**src/rtl/event_capture.sv**
```systemverilog
// Input-capture unit: synchronises an external event line, timestamps selected edges with count_in
// and queues {ovf, stamp} entries for a valid/ready reader. Optional macro CAP_OVERWRITE_EN: full FIFO drops oldest.
module event_capture #(
    parameter int WIDTH = 8,
    parameter int DEPTH = 4
) (
    input  logic                    clk_in,
    input  logic                    nrst_in,
    input  logic                    en_ctl_in,
    input  logic [1:0]              edge_sel_in,
    input  logic                    evt_in,
    input  logic [WIDTH-1:0]        count_in,
    input  logic                    ovf_in,
    output logic [WIDTH-1:0]        cap_data_out,
    output logic                    cap_ovf_out,
    output logic                    cap_valid_out,
    input  logic                    cap_ready_in,
    output logic                    cap_lost_out,
    input  logic                    lost_clr_in,
    output logic [$clog2(DEPTH):0]  level_out
);
    localparam int AW = $clog2(DEPTH);
    localparam int LW = AW + 1;
    localparam logic [AW-1:0] PTR_INC = AW'(1'b1);
    localparam logic [LW-1:0] LVL_INC = LW'(1'b1);
    localparam logic [LW-1:0] LVL_FULL = LW'(DEPTH);

    logic             s1_q, s2_q, s3_q;
    logic [WIDTH:0]   mem_q [DEPTH];
    logic [AW-1:0]    wr_ptr_q, wr_ptr_d, rd_ptr_q, rd_ptr_d;
    logic [LW-1:0]    level_q, level_d;
    logic             ovf_pend_q, ovf_pend_d;
    logic             lost_q, lost_d;
    logic             rise_s, fall_s, edge_s, push_req_s, full_s, valid_s, pop_s;
    logic             wr_en_s, adv_rd_s, drop_s;
    logic [WIDTH:0]   entry_s, head_s;

    assign rise_s     = s2_q & ~s3_q;
    assign fall_s     = ~s2_q & s3_q;
    assign push_req_s = en_ctl_in & edge_s;
    assign full_s     = (level_q == LVL_FULL);
    assign valid_s    = (level_q != {LW{1'b0}});
    assign pop_s      = valid_s & cap_ready_in;
    assign entry_s    = {ovf_pend_q | ovf_in, count_in};
    assign head_s     = mem_q[rd_ptr_q];

    // Edge selection from the synchronised event history.
    always_comb begin
        case (edge_sel_in)
            2'b00:   edge_s = rise_s;
            2'b01:   edge_s = fall_s;
            2'b10:   edge_s = rise_s | fall_s;
            default: edge_s = 1'b0;
        endcase
    end

    // Push/pop arbitration; a pop in the same cycle always frees room for the new entry.
    always_comb begin
        wr_en_s  = 1'b0;
        adv_rd_s = pop_s;
        drop_s   = 1'b0;
        if (push_req_s) begin
            if (!full_s || pop_s) begin
                wr_en_s = 1'b1;
            end else begin
                drop_s = 1'b1;
`ifdef CAP_OVERWRITE_EN
                wr_en_s  = 1'b1;
                adv_rd_s = 1'b1;
`endif
            end
        end else begin
            wr_en_s = 1'b0;
        end
    end

    // Next-state for pointers, level, pending overflow and sticky loss flag.
    always_comb begin
        wr_ptr_d = wr_en_s ? (wr_ptr_q + PTR_INC) : wr_ptr_q;
        rd_ptr_d = adv_rd_s ? (rd_ptr_q + PTR_INC) : rd_ptr_q;
        case ({wr_en_s, adv_rd_s})
            2'b10:   level_d = level_q + LVL_INC;
            2'b01:   level_d = level_q - LVL_INC;
            default: level_d = level_q;
        endcase
        // An overflow coinciding with a push is folded into that entry, not carried forward.
        if (!en_ctl_in) begin
            ovf_pend_d = 1'b0;
        end else if (wr_en_s) begin
            ovf_pend_d = 1'b0;
        end else if (ovf_in) begin
            ovf_pend_d = 1'b1;
        end else begin
            ovf_pend_d = ovf_pend_q;
        end
        if (drop_s) begin
            lost_d = 1'b1;
        end else if (lost_clr_in) begin
            lost_d = 1'b0;
        end else begin
            lost_d = lost_q;
        end
    end

    // Event synchroniser and edge history; runs regardless of enable so enabling is glitch-free.
    always_ff @(posedge clk_in or posedge nrst_in) begin
        if (nrst_in) begin
            s1_q <= 1'b0;
            s2_q <= 1'b0;
            s3_q <= 1'b0;
        end else begin
            s1_q <= evt_in;
            s2_q <= s1_q;
            s3_q <= s2_q;
        end
    end

    // FIFO storage and control state.
    always_ff @(posedge clk_in or posedge nrst_in) begin
        if (nrst_in) begin
            for (int i = 0; i < DEPTH; i++) begin
                mem_q[i] <= {(WIDTH+1){1'b0}};
            end
            wr_ptr_q   <= {AW{1'b0}};
            rd_ptr_q   <= {AW{1'b0}};
            level_q    <= {LW{1'b0}};
            ovf_pend_q <= 1'b0;
            lost_q     <= 1'b0;
        end else begin
            if (wr_en_s) begin
                mem_q[wr_ptr_q] <= entry_s;
            end
            wr_ptr_q   <= wr_ptr_d;
            rd_ptr_q   <= rd_ptr_d;
            level_q    <= level_d;
            ovf_pend_q <= ovf_pend_d;
            lost_q     <= lost_d;
        end
    end

    assign cap_data_out  = head_s[WIDTH-1:0];
    assign cap_ovf_out   = head_s[WIDTH];
    assign cap_valid_out = valid_s;
    assign cap_lost_out  = lost_q;
    assign level_out     = level_q;

endmodule

```
**config.mk**
```make
export PLATFORM = sky130hd
export DESIGN_NAME = event_capture
export DESIGN_NICKNAME = d
export VERILOG_FILES = /design/src/rtl/event_capture.sv
export SDC_FILE = /design/constraint.sdc
export NUM_CORES = 1
export LEC_CHECK = 0
export ABC_CLOCK_PERIOD_IN_PS = 3200
export CAP_MARGIN = 20
export CORE_MARGIN = 2
export CORE_UTILIZATION = 30
export CTS_CLUSTER_SIZE = 10
export DETAILED_ROUTE_END_ITERATION = 8
export PLACE_DENSITY = 0.59
export SETUP_SLACK_MARGIN = 0.3
export SYNTH_ARGS = -nofsm -noshare
export SYNTH_HDL_FRONTEND = slang
export SYNTH_SLANG_ARGS = --single-unit
```
**constraint.sdc**
```tcl
create_clock -name clk_in -period 3.2 [get_ports clk_in]
set_clock_uncertainty 0.2 [all_clocks]
set_input_delay 0.32 -clock clk_in [delete_from_list [all_inputs] [get_ports clk_in]]
set_output_delay 0.32 -clock clk_in [all_outputs]
set_load 0.02 [all_outputs]
```
**After elaboration in Yosys (flattened, before gate mapping)**

Index checks and enable logic that the tools add are counted.

- Register bits after elaboration: 48
- Input bits: 17
- Output and inout port bits: 14
- Word-level logic and storage cells: 59

- $add $sub $neg: 4
- Magnitude comparators: 3
- Equality and inequality tests: 6
- Multiplexer cells: 17
- Bitwise gates (word level): 10
- Reductions and logical operators: 7

Operator list:

| operator | count |
|---|---|
| $bwmux 36 | 1 |
| $mux 9 | 3 |
| $bmux 9 s2 | 1 |
| $demux 9 s2 | 1 |
| $mux 1 | 9 |
| $ge 3x3->1 const B | 2 |
| $not 2->3 | 2 |
| $pmux 3 s2 | 1 |
| $add 2x1->2 const B | 2 |
| $and 1x1->1 | 4 |
| $eq 2x1->1 const B | 2 |
| $eq 2x2->1 const B | 2 |
| $reduce_bool 2->1 | 2 |
| $add 3x1->3 const B | 1 |
| $eq 3x3->1 const B | 1 |
| $lt 3x1->1 const B | 1 |
| $ne 3x1->1 const B | 1 |
| $pmux 1 s3 | 1 |
| $reduce_bool 3->1 | 1 |
| $sub 3x1->3 const B | 1 |
| $logic_not 2->1 | 1 |
| $not 1->1 | 2 |
| $or 1x1->1 | 2 |
| $logic_and 1x1->1 | 1 |
| 2 further kinds | 2 |

**Logic depth before layout (Yosys ltp)**

Gate-level depths: netlist of run 1.

- Depth in word-level cells: 8
- Mapped depth: 12
- Gate-level depth less buffers: 11

**Least setup slack after synthesis of run 1**

Ideal clock, no wire load.

- Path type: reg-to-reg
- From: register s2_q
- To: register level_q[2], in the netlist level_out[2]
- Setup time: 80 ps
- Arrival: 2293 ps
- Data required time: 2920 ps
- Setup slack: 628 ps
- Cell stages (with the launch flop): 13
- Path buffers: 1
- Clock period less this slack: 2572 ps
- Path through: dfrtp_1 inv_1 ha_1 inv_1 a211o_1 buf_2 nand4_1 ha_1 inv_1 fa_1 xor2_1 nor2_1 xor2_1

- Word-level cells in the longest chain between the ends: 8
- Elaborated cells between the ends (all ways): 11
- Classes of those cells: 2 x eq/ne; 3 x mux; 5 x bitwise; 1 x reduce/logical

Ends and longest elaborated chain:

| item | line | source |
|---|---|---|
| from (decl) | 28 | `logic s1_q, s2_q, s3_q;` |
| from (signal assigned) | 113 | `s2_q <= s1_q;` |
| $not 1->1 | 39 | `assign fall_s = ~s2_q & s3_q;` |
| $and 1x1->1 | 39 |  |
| $or 1x1->1 | 52 | `2'b10: edge_s = rise_s \| fall_s;` |
| $pmux 1 s3 * | 49 | `case (edge_sel_in)` |
| $and 1x1->1 * | 40 | `assign push_req_s = en_ctl_in & edge_s;` |
| $mux 1 * | 62 | `if (push_req_s) begin` |
| $eq 2x1->1 / $eq 2x2->1 (equally long branches) | 81 | `case ({wr_en_s, adv_rd_s})` |
| $pmux 3 s2 / $reduce_bool 2->1 (equally long branches) | n/a |  |
| to (signal assigned) | 126 | `level_q <= {LW{1'b0}};` |
| to (signal assigned) | 135 | `level_q <= level_d;` |
| to (decl) | 31 | `logic [LW-1:0] level_q, level_d;` |

Mark *: on every way between the ends. The rest lies on a longest branch, timed or not.
A chain may end at the register's enable or synchronous reset.

**Worst setup path in the final report of run 1**

- From: register rd_ptr_q[0]
- To: output cap_data_out[6]

- Word-level cells in the longest chain between the ends: 4

Ends and longest elaborated chain:

| item | line | source |
|---|---|---|
| from (decl) | 30 | `logic [AW-1:0] wr_ptr_q, wr_ptr_d, rd_ptr_q, rd_ptr_d;` |
| from (signal assigned) | 125 | `rd_ptr_q <= {AW{1'b0}};` |
| from (signal assigned) | 134 | `rd_ptr_q <= rd_ptr_d;` |
| $not 2->3 (implied by the code) | 45 | `assign head_s = mem_q[rd_ptr_q];` |
| $bmux 9 s2 | 45 |  |
| $mux 9 (implied by the code) (2 in series) | 45 |  |
| to (decl) | 14 | `output logic [WIDTH-1:0] cap_data_out,` |

Every way passes these cells. The select of a mux whose other input is x is not followed.

==> reports/metrics.csv, run 1 <==
metric,value,unit
placed wire-length estimate,2.695,mm
Final Setup Violations,0,
vias,1252,
Worst-path clk slew,0.10,ns
Int Pwr,1.836,mW
Pre-antenna DRT Iters,4,
Post-Syn Nets,169,
synth warn,0,
worst rel slew slack,65.75,%
total power,2.715,mW
synthesized area,0.002248,mm^2
drt drc,0,
Clock Tree Buf Depth,2,
sequential power share,39.2,%
MaxCap Viol Count,0,
worst hold path type,in2async,
Worst Setup End Kind,primary output,
GPL Wtd Cong,0.6616,
total gr overflow,0,
cell count after synthesis,144,
port bufs,30,
worst vdd ir,0.0003347,V
Starting Density,31.00,%
leak pwr,1.185,nW
initial antenna violation count,0,
GR Util All Layers,10.78,%
final hold violation count,0,
Die W,90.57,um
status,"complete, no violations",
Layout area overhead,24.71,%
setup bufs post-CTS,0,
reg2reg path depth,8,
largest net degree at the start of global routing,27,
post-route ant nets,0,
clock sinks,48,
critical path endpoint,cap_data_out[6],
max-slew violations,0,
Worst Tran Pin Value,0.5138,ns
Setup CP Type,reg2out,
Synth cell types,27,
"commonest cells after routing, fill and taps aside","48 x dfrtp_1, 33 x mux2_2, 30 x clkdlybuf4s50_1, 10 x inv_1, 9 x mux4_2",
"most common cell after layout, fill and taps aside",dfrtp_1,
die area,0.008203,mm^2
IO Pins,31,
Switching Power,0.8792,mW
PwrDens,968.4,mW/mm^2
Tmin final,2.655,ns
number of synthesized flops with an enable pin,0,
CTS tree,yes,
vias in the first global route,1345,
Worst setup SP type,flip-flop,
Critical Path RT,2.68,ns
clock network fraction of design power,16.7,%
diodes inserted,0,
"FFs w/ async S/R, synth",100.0,%
CTS buffer count,5,
CTS root buf,clkbuf_8,
Final Cycle Share,82.98,%
crit path launch,rd_ptr_q[0],
Post-CTS Hold Fix Bufs,0,
Avg Inst Size Synth,15.61,um^2
Worst Path Arrival,2.14,ns
routed len/inst,13.94,um
H-Tree Level Count,2,
via density per instance,4.440,
Die H,90.57,um
"Max FO, Critical Path",7,
layout cell share with drive strength beyond 1,36.07,%
dominant synthesized flop cell,dfrtp_1,
Post-CTS Resized,0,
Comb power frac,44.1,%
Final nets,207,
Total Routed Length,3.930,mm
post-synthesis sequential area ratio,53.42,%
core area,0.007253,mm^2
setup TNS,0,ns
reg2reg end,level_out[2],
start of the worst register-to-register path,level_out[0],
Sw Share,32.38,%
Seq cells post-synth,48,
first-pass GRT wire length,6.803,mm
RSZ-0062 raised after global routing,false,
Worst-Skew Late Latency,0.30,ns
max frequency,376.6,MHz
row cnt,31,
R2R Setup Slk,0.58,ns
initial drt markers,47,
cell usage after synthesis (all sizes together) (2+ instances only):
library cell	number	area share, %
xor2	3	1.2
xnor2	3	1.2
dfrtp	48	53
ha	7	3.9
and3	5	2.3
nand3	5	3.3
mux4	9	9.0
buf	2	0.45
mux2	37	19
inv	11	1.8
flip-flops by register name, indices dropped and copies added (netlist names):
name,cells
wr_ptr_q,2
rd_ptr_q,2
level_out,3
s3_q,1
cap_lost_out,1
ovf_pend_q,1
s2_q,1
s1_q,1
mem_q,36
stage by stage:
step	area [um^2]	hold WS [ns]	setup WS [ns]	util (%)	std cells
5_1_grt	2804	0.1769	0.4261	38.66	282
3_3_place_gp	2689	0.1357	0.3794	37.07	274
4_1_cts	2804	0.1630	0.5052	38.66	282
6_report	2804	0.1421	0.5446	38.66	282
3_5_place_dp	2689	0.1396	0.3331	37.07	274
2_1_floorplan	2248	0.1312	0.6276	-	144
logic make-up after synthesis:
| family | count (synthesis) | synth area share, % |
|---|---|---|
| multiplexers | 47 | 27.99 |
| AND/OR/NAND/NOR | 18 | 7.958 |
| AO/OA/AOI/OAI | 3 | 1.058 |
| flip-flops | 48 | 53.42 |
| adder cells (fa/ha/maj) | 8 | 4.786 |
| buffers and inverters | 14 | 2.448 |
| XOR/XNOR | 6 | 2.338 |
metal layers:
metal / wire (um) / up-vias / global-route usage, %
li1: - / 595 / -
met5: 0 / - / 0
met1: 1796 / 628 / 13.07
met3: 160 / 5 / 3.088
met2: 1916 / 24 / 18.10
met4: 57 / 0 / 4.231
critical path, stage by stage, from the launching register on:
cell and delay [ns]:
dfrtp_1 0.49, buf_4 0.26, mux4_2 0.53, clkdlybuf4s50_1 0.55
power by group through the flow:
stage | combinational, mW | sequential [mW] | clock, mW
after global routing | 1.30 | 1.11 | 0.500
after global placement | 1.20 | 1.08 | 0
after floorplan | 0.837 | 1.02 | 0
after CTS | 1.22 | 1.07 | 0.471
final | 1.20 | 1.06 | 0.454
after detailed placement | 1.22 | 1.08 | 0
how the worst min path moves through the flow:
stage                     startpoint  slack (ns)   endpoint  cells after the start
after CTS                    nrst_in        0.16  mem_q[35]                      2
after global routing            s1_q        0.18       s2_q                      0
after detailed placement        s1_q        0.14       s2_q                      0
final                        nrst_in        0.14  mem_q[35]                      2
after floorplan                 s1_q        0.13       s2_q                      0
after global placement          s1_q        0.14       s2_q                      0
cell type report:
class | count | area (um^2)
timing repair buffer | 34 | 330.3
clock inverter | 3 | 46.29
sequential | 48 | 1201
clock buffer | 5 | 68.82
fill | 712 | 4449
tap | 99 | 123.9
multi-input combinational | 82 | 992.2
inverter | 11 | 41.29
Note: power is estimated with default switching activity, not from simulation.
==> inputs of run 2 (changes only) <==
- ABC_CLOCK_PERIOD_IN_PS: 3200 -> 2500
- clock period: 3.2 -> 2.5 ns (I/O delays scaled with it)
==> run 2 against run 1 <==
Compared with the run above:
- global-route usage decreased by 0.062 points
- register-to-register slack got worse by 0.42 ns
- setup slack got worse by 0.39 ns
- total power increased by 28%
- sequential cell count unchanged
- design area increased by 3.8%
- non-clock buffer count increased by 9
- die area unchanged
- count of clock-buffer cells in the layout increased by 1
- critical path type is now reg2reg
==> reports/metrics.csv, run 2 (same netlist as run 1, synthesis figures left out) <==
metric,value,unit
status,"complete, no violations",
port bufs,30,
RSZ-0062 raised after global routing,true,
largest net degree at the start of global routing,27,
GR Util All Layers,10.72,%
Worst-Skew Late Latency,0.30,ns
Pre-antenna DRT Iters,4,
Critical Path RT,2.53,ns
initial drt markers,40,
IO Pins,31,
"commonest cells after routing, fill and taps aside","46 x dfrtp_1, 33 x mux2_2, 21 x clkdlybuf4s50_1, 12 x buf_4",
CTS tree,yes,
placed wire-length estimate,2.911,mm
worst hold path type,in2async,
CP bufs+invs,3,
Worst setup SP type,flip-flop,
fill count,701,
total power,3.481,mW
"slowest stage delay, CP",0.38,ns
via density per instance,4.491,
multi-input gate area in the final layout,0.001027,mm^2
core area,0.007253,mm^2
"Slowest-stage cell, CP",dfrtp_1,
layout cell share with drive strength beyond 1,43.30,%
Die H,90.57,um
Area after DPL,0.002743,mm^2
fin area,0.002910,mm^2
placed cell count,280,
Post-Layout Cell Count,293,
Starting Density,31.00,%
MaxCap Viol Count,0,
CP cell instances,inv_1 -> ha_1 -> inv_1 -> a211o_1 -> nand4_1 -> ha_2 -> inv_2 -> fa_2 -> xor2_1 -> nor2_1 -> xor2_1,
"worst slack, placed",-0.08230,ns
drt drc,0,
Final Util,40.12,%
Final Setup Violations,0,
post-route ant nets,0,
Final nets,218,
Hold WS,0.1174,ns
die area,0.008203,mm^2
vias,1316,
initial antenna violation count,0,
Worst-path clk slew,0.09,ns
clock sinks,48,
Final Cycle Share,93.80,%
diodes inserted,0,
max frequency,426.5,MHz
Clock Tree Buf Depth,2,
GPL Wtd Cong,0.6943,
final worst setup slack,0.1551,ns
final hold violation count,0,
Tmin final,2.345,ns
max-slew violations,0,
Setup CP Type,reg2reg,
Total Routed Length,4.326,mm
Register Area,0.001204,mm^2
first-pass GRT wire length,6.955,mm
H-Tree Level Count,2,
Die W,90.57,um
setup TNS,0,ns
Worst Path Arrival,2.37,ns
Layout area overhead,29.44,%
worst rel slew slack,62.43,%
leak pwr,1.249,nW
Worst Tran Pin Value,0.5627,ns
CTS root buf,clkbuf_8,
"Max FO, Critical Path",3,
"most common cell after layout, fill and taps aside",dfrtp_1,
vias in the first global route,1340,
Worst Setup End Kind,flip-flop,
total gr overflow,0,
CTS buffer count,5,
Top reg by flops,mem_q,
worst vdd ir,0.0006767,V
routed len/inst,14.76,um
row cnt,31,
max FFs per register,36,
PwrDens,1196,mW/mm^2
Worst path top cell family by delay,adder cells,
## run 2: changes by cell type in the layout (fill, tap and decap cells not counted), sizes merged
cell	before	now
buf	4	13
clkbuf	5	6
clkdlybuf4s15	0	2
clkdlybuf4s50	30	21
clkinv	0	1
clkinvlp	1	0
dlygate4sd2	0	7
inv	12	11
nand3	5	7
## run 2: per-layer routing
layer / routed length, um / track usage (%)
met5: 0 / 0
met4: 17 / 2.692
met3: 146 / 2.922
met2: 2190 / 17.16
met1: 1970 / 14.46
## run 2: final cells by class
| type | count | area share [%] |
|---|---|---|
| Timing Repair Buffer | 43 | 13.50 |
| Multi-Input combinational cell | 84 | 35.30 |
| Clock inverter | 2 | 1.333 |
| Inverter | 11 | 1.419 |
| Sequential cell | 48 | 41.36 |
| Clock buffer | 6 | 2.837 |
| Tap cell | 99 | 4.256 |
## run 2: final timing paths
path / startpoint / slack (ns) / cells past startpoint / to
worst min-delay path: nrst_in / 0.12 / 2 / level_out[0]
worst max register to register: s2_q / 0.16 / 11 / level_out[2]
worst min register to register: s1_q / 0.15 / 0 / s2_q
worst max-delay path: s2_q / 0.16 / 11 / level_out[2]
min in group clk_in: s1_q / 0.15 / 0 / s2_q
max in group asynchronous: nrst_in / 1.40 / 3 / mem_q[16]
## run 2: what timing repair did
item | 4_1_cts | 5_1_grt
cloned | 0 | 2
setup endpoints to repair | 11 | 41
pin swaps | 2 | 1
gates resized for setup | 10 | 5
hold buffers | 0 | 0
buffers inserted | 2 | 1
endpoints found under the hold margin | 0 | 0
## run 2: worst register-to-register path, cell delays in order (launching register included)
cell and delay [ns]:
dfrtp_1 0.38, inv_1 0.05, ha_1 0.27, inv_1 0.03, a211o_1 0.27, nand4_1 0.10
ha_2 0.19, inv_2 0.04, fa_2 0.33, xor2_1 0.14, nor2_1 0.12, xor2_1 0.15
## run 2: where the power goes
group / internal, mW / switching, mW / total [mW]
sequential: 1.14 / 0.222 / 1.36
combinational: 0.872 / 0.660 / 1.53
clock: 0.327 / 0.264 / 0.591
